`config.mk`:
```
export PLATFORM = sky130hd
export DESIGN_NAME = cpu5_pipe_ctrl
export DESIGN_NICKNAME = d
export VERILOG_FILES = /design/src/rtl/cpu5_pipe_ctrl_pkg.sv /design/src/rtl/cpu5_dffr.sv /design/src/rtl/cpu5_hazard_det.sv /design/src/rtl/cpu5_pipe_ctrl.sv
export SDC_FILE = /design/constraint.sdc
export NUM_CORES = 1
export LEC_CHECK = 0
export CAP_MARGIN = 20
export CORE_ASPECT_RATIO = 1.2
export CORE_UTILIZATION = 42
export CTS_CLUSTER_DIAMETER = 200
export CTS_CLUSTER_SIZE = 14
export DETAILED_ROUTE_END_ITERATION = 6
export PLACE_DENSITY = 0.81
export SLEW_MARGIN = 20
export SYNTH_ARGS = -nofsm -noshare
export SYNTH_HDL_FRONTEND = slang
export SYNTH_SLANG_ARGS = --single-unit
```
`constraint.sdc`:
```
create_clock -name clk -period 2.1 [get_ports clk]
set_clock_uncertainty 0.2 [all_clocks]
set_input_delay 0.42 -clock clk [delete_from_list [all_inputs] [get_ports clk]]
set_output_delay 0.42 -clock clk [all_outputs]
set_load 0.02 [all_outputs]
```
`src/rtl/cpu5_pipe_ctrl_pkg.sv`:
```
// rtl/cpu5_pipe_ctrl_pkg.sv - shared widths and pipeline-case selection for the cpu5 sequencer
package cpu5_pipe_ctrl_pkg;

    localparam int CPU5_RFIDX_WIDTH = 5;
    localparam int CPU5_STALL_CW    = 32;

    typedef enum logic [1:0] {
        PC_NORMAL    = 2'd0,
        PC_LU_HAZ    = 2'd1,
        PC_FLUSH     = 2'd2,
        PC_MEM_STALL = 2'd3
    } pipe_case_e;

    // MEM back-pressure outranks a flush, and a flush squashes the hazarding ID instruction.
    function automatic pipe_case_e pipe_case_sel(input logic mem_stall,
                                                 input logic flush,
                                                 input logic lu_haz);
        if (mem_stall)   return PC_MEM_STALL;
        else if (flush)  return PC_FLUSH;
        else if (lu_haz) return PC_LU_HAZ;
        else             return PC_NORMAL;
    endfunction

endpackage

```
`src/rtl/cpu5_dffr.sv`:
```
// rtl/cpu5_dffr.sv - flop bank with asynchronous active-high clear
module cpu5_dffr #(
    parameter int W = 1
) (
    input  logic         clk,
    input  logic         rst,
    input  logic [W-1:0] d_i,
    output logic [W-1:0] q_o
);

    always_ff @(posedge clk or posedge rst) begin
        if (rst) q_o <= '0;
        else     q_o <= d_i;
    end

endmodule

```
`src/rtl/cpu5_hazard_det.sv`:
```
// rtl/cpu5_hazard_det.sv - load-use hazard compare between the EX load and the ID source operands
module cpu5_hazard_det
    import cpu5_pipe_ctrl_pkg::*;
#(
    parameter int RW = CPU5_RFIDX_WIDTH
) (
    input  logic          ex_vld_i,
    input  logic          ex_is_load_i,
    input  logic          ex_rd_wen_i,
    input  logic [RW-1:0] ex_rd_addr_i,
    input  logic          id_vld_i,
    input  logic          id_rs1_used_i,
    input  logic [RW-1:0] id_rs1_addr_i,
    input  logic          id_rs2_used_i,
    input  logic [RW-1:0] id_rs2_addr_i,
    output logic          lu_haz_o
);

    logic ex_load_wr;
    logic rs1_hit;
    logic rs2_hit;

    // x0 is hardwired, so a load targeting it never creates a dependency.
    assign ex_load_wr = ex_vld_i & ex_is_load_i & ex_rd_wen_i & (ex_rd_addr_i != '0);
    assign rs1_hit    = id_rs1_used_i & (id_rs1_addr_i == ex_rd_addr_i);
    assign rs2_hit    = id_rs2_used_i & (id_rs2_addr_i == ex_rd_addr_i);
    assign lu_haz_o   = ex_load_wr & id_vld_i & (rs1_hit | rs2_hit);

endmodule

```
`src/rtl/cpu5_pipe_ctrl.sv`:
```
// rtl/cpu5_pipe_ctrl.sv - cpu5 pipeline sequencer: stage valids, register load-enables, stall counter
module cpu5_pipe_ctrl
    import cpu5_pipe_ctrl_pkg::*;
#(
    parameter int RW       = CPU5_RFIDX_WIDTH,
    parameter int STALL_CW = CPU5_STALL_CW
) (
    input  logic                clk,
    input  logic                rst,
    input  logic                if_vld_i,
    input  logic                id_rs1_used,
    input  logic [RW-1:0]       id_rs1_addr,
    input  logic                id_rs2_used,
    input  logic [RW-1:0]       id_rs2_addr,
    input  logic                ex_is_load,
    input  logic                ex_rd_wen,
    input  logic [RW-1:0]       ex_rd_addr,
    input  logic                ex_bjp_taken,
    input  logic                mem_busy,
    input  logic                stall_cnt_clr,
    output logic                pc_lden,
    output logic                ifid_lden,
    output logic                idex_lden,
    output logic                exmem_lden,
    output logic                memwb_lden,
    output logic                id_vld,
    output logic                ex_vld,
    output logic                mem_vld,
    output logic                wb_vld,
    output logic [STALL_CW-1:0] stall_cnt
);

    logic                mem_stall;
    logic                flush;
    logic                lu_haz;
    pipe_case_e          pcase;
    logic [3:0]          vld_q;
    logic [3:0]          vld_d;
    logic                stall_inc;
    logic [STALL_CW-1:0] cnt_q;
    logic [STALL_CW-1:0] cnt_d;

    assign {id_vld, ex_vld, mem_vld, wb_vld} = vld_q;
    assign stall_cnt = cnt_q;

    cpu5_hazard_det #(.RW(RW)) u_hazard_det (
        .ex_vld_i      (ex_vld),
        .ex_is_load_i  (ex_is_load),
        .ex_rd_wen_i   (ex_rd_wen),
        .ex_rd_addr_i  (ex_rd_addr),
        .id_vld_i      (id_vld),
        .id_rs1_used_i (id_rs1_used),
        .id_rs1_addr_i (id_rs1_addr),
        .id_rs2_used_i (id_rs2_used),
        .id_rs2_addr_i (id_rs2_addr),
        .lu_haz_o      (lu_haz)
    );

    assign mem_stall = mem_vld & mem_busy;
    assign flush     = ex_vld & ex_bjp_taken;
    assign pcase     = pipe_case_sel(mem_stall, flush, lu_haz);

    assign pc_lden    = (pcase != PC_MEM_STALL) & (pcase != PC_LU_HAZ);
    assign ifid_lden  = (pcase != PC_MEM_STALL) & (pcase != PC_LU_HAZ);
    assign idex_lden  = (pcase != PC_MEM_STALL);
    assign exmem_lden = (pcase != PC_MEM_STALL);
    assign memwb_lden = 1'b1;

    // A stalled MEM keeps its instruction, so WB receives a bubble; a flushed branch still retires.
    assign vld_d = (pcase == PC_MEM_STALL) ? {id_vld, ex_vld, mem_vld, 1'b0}   :
                   (pcase == PC_FLUSH)     ? {1'b0, 1'b0, 1'b1, mem_vld}       :
                   (pcase == PC_LU_HAZ)    ? {id_vld, 1'b0, ex_vld, mem_vld}   :
                                             {if_vld_i, id_vld, ex_vld, mem_vld};

    assign stall_inc = (pcase == PC_MEM_STALL) | (pcase == PC_LU_HAZ);
    assign cnt_d     = stall_cnt_clr               ? '0 :
                       (stall_inc && !(&cnt_q))    ? cnt_q + {{(STALL_CW-1){1'b0}}, 1'b1} :
                                                     cnt_q;

    cpu5_dffr #(.W(4)) u_vld_ff (
        .clk (clk),
        .rst (rst),
        .d_i (vld_d),
        .q_o (vld_q)
    );

    cpu5_dffr #(.W(STALL_CW)) u_cnt_ff (
        .clk (clk),
        .rst (rst),
        .d_i (cnt_d),
        .q_o (cnt_q)
    );

endmodule

```
==> qor.csv, run 1 <==
metric;value;unit
yosys_warnings;0;
max_cap_violations;0;
cts_inserted_buffers;5;
drtPass1Iterations;4;
grt-ovfl-total;0;
whs_endpoint;u_vld_ff.q_o[0];
synth-seq-cells;36;
slew_violations;0;
fin_nets;377;
synth-async-reset-ratio;1.00;
clk_latency;0.29;ns
post-route-min-period;2.23;ns
hold_depth;3;
synth_mux_area_frac;0.0154;
power_density;499;mW/mm2
placed_area;0.00322;mm2
core;0.00470;mm2
drive_gt1_frac;0.483;
num_antenna_cells;0;
synthSimpleGateAreaFrac;0.281;
clockBufferDepth;2;
grtUsageTotal;0.295;
nFillCells;304;
path_class;flip-flop to flip-flop;
worst_slack;-0.131;ns
die_area;0.00531;mm2
area_delta_synth_final;75.0;%
ys_types;40;
post-place-ws;-0.850;ns
yosysSeqAreaShare;0.427;
fin_setup_tns;-1.10;ns
num_rows;27;
worst-endpoint-required;2.07;ns
peakVddDrop;337;uV
antenna_left;0;
timing.final.crit_share;1.06;
grt_antenna_before_repair;0;
p_total;0.00185;W
hold_viol;0;
dpl.hpwl;4450;um
htree_num_levels;2;
crit_fanout;4;
start_util;0.450;
synthCells;232;
hold_class;primary input to flip-flop;
fmax;448;MHz
cp_data_arrival_time;2.20;ns
rsz0062_at_grt;yes;
synth_enable_flop_cells;0;
avgRoutedWirePerCell;19.1;um
ctsHoldBuffers;0;
route.detailed.drc;0;
vias;2398;
cts_root_buf;clkbuf_8;
chipWidth;66.7;um
timing.rr.start;u_cnt_ff.q_o[22];
status;complete, but fails checks;
viasPerCell;5.85;
grt_max_degree;37;
whs;0.308;ns
place_congestion;0.836;
ioPinCount;66;
drt_iter0_markers;184;
cts.clk_slew.worst_paths;0.07;ns
wirelength;7830;um
regToRegSetupSlack;-0.13;ns
p_leak;1.52;nW
critPathLaunchType;flip-flop;
cts_tree;yes;
grt_pass1_wl;11600;um
min_from;mem_busy;
syn_nets;258;
synth_fa_ha_area_frac;0.00593;
synth-xor-area-share;0.0581;
synth.avg_cell_area;9.10;um2
grt_pass1_vias;2427;
r2r_end;u_cnt_ff.q_o[27];
synth-main-ff-cell;dfrtp_1;
r2r_cells;6;
synth_compound_area_frac;0.155;
endpoint_kind;flip-flop;
synthesis.area;0.00211;mm2
synth_top_family_by_area;simple AND/OR/NAND/NOR gates;
final-setup-viol-count;20;
die_h;79.7;um
cts_sinks;36;
violations;negative setup slack;
fin_area;0.00369;mm2
io_buffers;64;
## per-layer routing
metal	GRT usage	vias to the layer above	part of all wire
met1	0.326	1134	0.36
met2	0.494	114	0.52
met4	0.196	0	0.071
met3	0.0671	43	0.052
met5	0	-	0
li1	-	1107	-
## cell usage after synthesis (all sizes together), types with 2 or more instances
cell type | instances | area, um2
a21oi | 24 | 120
nand3 | 14 | 75.1
or3 | 18 | 116
or4 | 9 | 67.6
dfrtp | 36 | 901
mux2 | 2 | 22.5
nor2b | 2 | 12.5
o21ai | 18 | 90.1
o31ai | 8 | 60.1
clkbuf | 4 | 15.0
nand2 | 17 | 63.8
nor3 | 2 | 10.0
nor2 | 12 | 45.0
and3 | 4 | 25.0
nor4 | 3 | 18.8
nand4 | 16 | 113
buf | 8 | 66.3
inv | 7 | 26.3
and4 | 2 | 21.3
xor2 | 3 | 26.3
xnor2 | 11 | 96.3
## state kept, by name, indices dropped and copies added (netlist names)
signal / cells
u_cnt_ff.q_o: 32
u_vld_ff.q_o: 4
## power by group
group / internal, W / switching (W)
Combinational: 0.000273 / 0.000293
Sequential: 0.000730 / 0.0000319
Clock: 0.000262 / 0.000255
Total: 0.00126 / 0.000580
## logic make-up (layout without fill, tap and decap cells)
kind of cell	count (synthesis)	after routing
flops	36	36
mux	3	3
fa+ha+maj	1	1
simple gates	101	101
xor+xnor	14	14
compound gates	56	56
other cells	1	1
buf+inv	20	140
## worst max path at each step
stage                     startpoint                to  slack (ns)  depth (start not counted)
floorplan           u_cnt_ff.q_o[11]  u_cnt_ff.q_o[26]       -0.04                          7
detailed placement     ex_rd_addr[4]           pc_lden       -0.85                          6
global placement       ex_rd_addr[4]           pc_lden       -0.79                          6
CTS                  u_cnt_ff.q_o[0]  u_cnt_ff.q_o[26]      -0.009                          7
finish              u_cnt_ff.q_o[22]  u_cnt_ff.q_o[27]       -0.13                          6
global route        u_cnt_ff.q_o[22]  u_cnt_ff.q_o[27]       -0.29                          6
## worst max-delay path, cell delays in order (launching register included)
cell and delay (ns):
dfrtp_1 0.40, nand4_1 0.26, nor2_1 0.32, nand4_1 0.28, buf_4 0.24, o31ai_1 0.31, a21oi_2 0.10
## final cells by class
class,instances,area [um2],share of cell area
Tap cell,58,72.6,0.0196
Sequential cell,36,925,0.250
Multi-Input combinational cell,176,1440,0.389
Clock inverter,2,10.0,0.00271
Inverter,7,26.3,0.00711
Timing Repair Buffer,125,1140,0.309
Clock buffer,6,82.6,0.0224
## stage by stage
stage | cells | utilization
after CTS | 408 | 0.745
after global routing | 410 | 0.787
after global placement | 394 | 0.685
after detailed placement | 394 | 0.685
after floorplan | 232 | -
final | 410 | 0.787
## cell usage in the layout, fill, tap and decap left out, types with 3 or more instances in the layout
master           Yosys  final
a21oi_1             24     12
a21oi_2              0     12
buf_2                2      5
buf_4                3     51
buf_6                3     17
buf_8                0      3
clkbuf_8             0      6
clkdlybuf4s50_1      0     37
dfrtp_1             36     17
dfrtp_2              0     19
dlygate4sd2_1        0      5
dlymetal6s2s_1       0      3
inv_1                6      6
nand2_1             17     13
nand3_1             13     10
nand3_4              0      3
nand4_1             14     14
nor2_1              12     11
o21ai_0             18     14
o21ai_1              0      3
o31ai_1              8      5
o31ai_2              0      3
or3_1               15     10
or3_4                0      8
or4_1                9      3
or4_4                0      6
xnor2_2              0     10
xor2_1               3      3
## repair_timing
item	4_1_cts	5_1_grt
buffers inserted	5	2
cloned	1	0
setup endpoints to repair	38	35
hold endpoints to repair	0	0
pin swaps	33	30
resized for setup	120	54
No activity file was read; power rests on OpenSTA's default activity.
==> inputs of run 2 (changes only) <==
--- a/config.mk
+++ b/config.mk
@@ -5,10 +5,8 @@
 export SDC_FILE = /design/constraint.sdc
 export NUM_CORES = 1
 export LEC_CHECK = 0
-export CAP_MARGIN = 20
 export CORE_ASPECT_RATIO = 1.2
 export CORE_UTILIZATION = 42
-export CTS_CLUSTER_DIAMETER = 200
 export CTS_CLUSTER_SIZE = 14
 export DETAILED_ROUTE_END_ITERATION = 6
 export PLACE_DENSITY = 0.81
==> results of run 2 <==
Same layout as run 1: the final DEF is identical, and so are final timing and power.
==> inputs of run 3 (changes only) <==
--- a/config.mk
+++ b/config.mk
@@ -9,7 +9,8 @@
 export CORE_UTILIZATION = 42
 export CTS_CLUSTER_SIZE = 14
 export DETAILED_ROUTE_END_ITERATION = 6
-export PLACE_DENSITY = 0.81
+export PLACE_DENSITY = 0.84
+export SETUP_SLACK_MARGIN = 0.15
 export SLEW_MARGIN = 20
 export SYNTH_ARGS = -nofsm -noshare
 export SYNTH_HDL_FRONTEND = slang
==> run 3 against run 2 <==
  * The run still ends with negative setup slack left
  * Cell count grew 2.7%
  * Largest cell class unchanged
  * Clock power grew 9.9%
  * Combinational power grew 9.2%
  * Total power grew 5.4%
  * Sequential power shrank 0.5%
  * Maximum frequency shrank 3.7%
  * Core utilization grew 3.3 points
  * Critical path type unchanged
  * Count of clock-buffer cells in the layout grew 2
  * Highest routed layer unchanged
  * Critical path depth is the same
  * Sequential cell count is the same
==> qor.csv, run 3 (synthesis gave the netlist of run 1 again) <==
metric;value;unit;change
status;complete, but fails checks;;
violations;negative setup slack;;
cts_root_buf;clkbuf_8;;
dp.cells;389;;-1.3%
p_leak;1.81;nW;+19%
clk_latency;0.30;ns;about the same
grt_antenna_before_repair;0;;unchanged
p_total;0.00194;W;+5.4%
num_rows;27;;unchanged
hold_viol;0;;unchanged
num_antenna_cells;0;;unchanged
chipWidth;66.7;um;unchanged
wirelength;8650;um;+11%
dpl.hpwl;4320;um;-2.9%
viasPerCell;6.07;;+3.8%
route.detailed.drc;0;;unchanged
drt_iter0_markers;195;;+6.0%
io_buffers;64;;unchanged
grt_pass1_wl;12400;um;+7.0%
endpoint_kind;flip-flop;;
crit_fanout;3;;-1
fmax;432;MHz;-3.7%
layout_commonest_cell;buf_4;;
max_cap_violations;0;;unchanged
area_delta_synth_final;82.4;%;
hold_class;primary input to async pin;;
drtPass1Iterations;5;;+1
timing.rr.start;u_cnt_ff.q_o[11];;
cts_sinks;36;;unchanged
ioPinCount;66;;unchanged
place_congestion;0.803;;-3.9%
crit_start;u_cnt_ff.q_o[11];;
grt-ovfl-total;0;;unchanged
cts_tree;yes;;
multi_input_area;0.00150;mm2;+4.0%
path_class;flip-flop to flip-flop;;
rsz0062_at_grt;yes;;
die_area;0.00531;mm2;unchanged
cts.clk_slew.worst_paths;0.08;ns;about the same
r2r_cells;6;;unchanged
grtUsageTotal;0.318;;+0.0235
fin_nets;388;;+2.9%
power_density;505;mW/mm2;+1.2%
slew_violations;0;;unchanged
ctsHoldBuffers;0;;unchanged
core;0.00470;mm2;unchanged
top_register;u_cnt_ff.q_o;;
regToRegSetupSlack;-0.22;ns;-0.09 ns
grt_max_degree;37;;unchanged
worst-endpoint-required;2.13;ns;+0.06 ns
timing.final.crit_share;1.10;;+0.0412
clockBufferDepth;2;;unchanged
cp_data_arrival_time;2.34;ns;+0.14 ns
die_h;79.7;um;unchanged
final-setup-viol-count;30;;+50%
fin_setup_tns;-3.28;ns;-2.18 ns
cts_inserted_buffers;5;;unchanged
grt_pass1_vias;2499;;+3.0%
largest_reg_flops;32;;unchanged
critPathLaunchType;flip-flop;;
post-route-min-period;2.32;ns;+0.0866 ns
final_cell_mix;buf_4, dlygate4sd2_1, buf_6, dfrtp_2, dfrtp_1;;
nFillCells;254;;-16%
top_regs;u_cnt_ff.q_o (32), u_vld_ff.q_o (4);;
vias;2556;;+6.6%
start_util;0.450;;unchanged
r2r_end;u_cnt_ff.q_o[30];;
avgRoutedWirePerCell;20.5;um;+7.6%
final_cells;421;;+2.7%
post-place-ws;-0.925;ns;-0.0750 ns
drive_gt1_frac;0.526;;+0.0432
regArea;927;um2;+0.27%
peakVddDrop;396;uV;+18%
antenna_left;0;;unchanged
htree_num_levels;2;;unchanged
worst_slack;-0.217;ns;-0.0866 ns
## run 3: cell count changes in the layout (fill, tap and decap cells not counted), moves of 3 or more
| cell | before | now |
|---|---|---|
| clkdlybuf4s50_1 | 37 | 4 |
| dlygate4sd2_1 | 5 | 34 |
| buf_6 | 17 | 22 |
| buf_4 | 51 | 55 |
| dlymetal6s2s_1 | 3 | 7 |
| nand2_2 | 2 | 5 |
## run 3: report_power, final
part	internal, W	switching, W	leakage, nW	total [W]
logic	0.000315	0.000303	1.30	0.000618
registers	0.000730	0.0000285	0.463	0.000758
clock network	0.000300	0.000268	0.0515	0.000568
## run 3: timing repair
item                                    4_1_cts  5_1_grt
gates resized for setup                     165       51
buffers inserted                             18        4
pin swaps                                    45       18
cloned                                        2        0
endpoints found under the setup margin       66       43
## run 3: how the worst max path moves through the flow
stage	slack (ns)	to	depth (start not counted)
2_1_floorplan	-0.04	u_cnt_ff.q_o[26]	7
3_3_place_gp	-0.80	pc_lden	5
3_5_place_dp	-0.92	pc_lden	5
4_1_cts	-0.05	u_cnt_ff.q_o[31]	7
5_1_grt	-0.38	u_cnt_ff.q_o[30]	6
6_report	-0.22	u_cnt_ff.q_o[30]	6
## run 3: worst max-delay path, stage by stage, from the launching register on
cell and delay (ns):
dfrtp_2 0.37, nand4_1 0.22, or3_4 0.47, nor3b_4 0.29, nand4_1 0.16, or3_1 0.36, a21oi_1 0.16
## run 3: area by class of cell
type	instances	area share
repair buffers	136	0.319
inverters	7	0.00682
multi-input cells	176	0.388
well taps	58	0.0188
clock buffers	8	0.0260
flip-flops and latches	36	0.241
## run 3: routing by layer
metal / routed length [um] / GRT usage / up-vias
li1: - / - / 1118
met1: 3090 / 0.352 / 1254
met2: 4410 / 0.532 / 140
met3: 597 / 0.0771 / 44
met4: 555 / 0.204 / 0
met5: 0 / 0 / -
## run 3: metrics by stage
stage                util  hold slack (ns)  instance area, um2
global route        0.820            0.368                3850
detailed placement  0.684            0.362                3210
finish              0.820            0.346                3850
floorplan               -            0.286                2240
CTS                 0.778            0.350                3650
global placement    0.684            0.329                3210
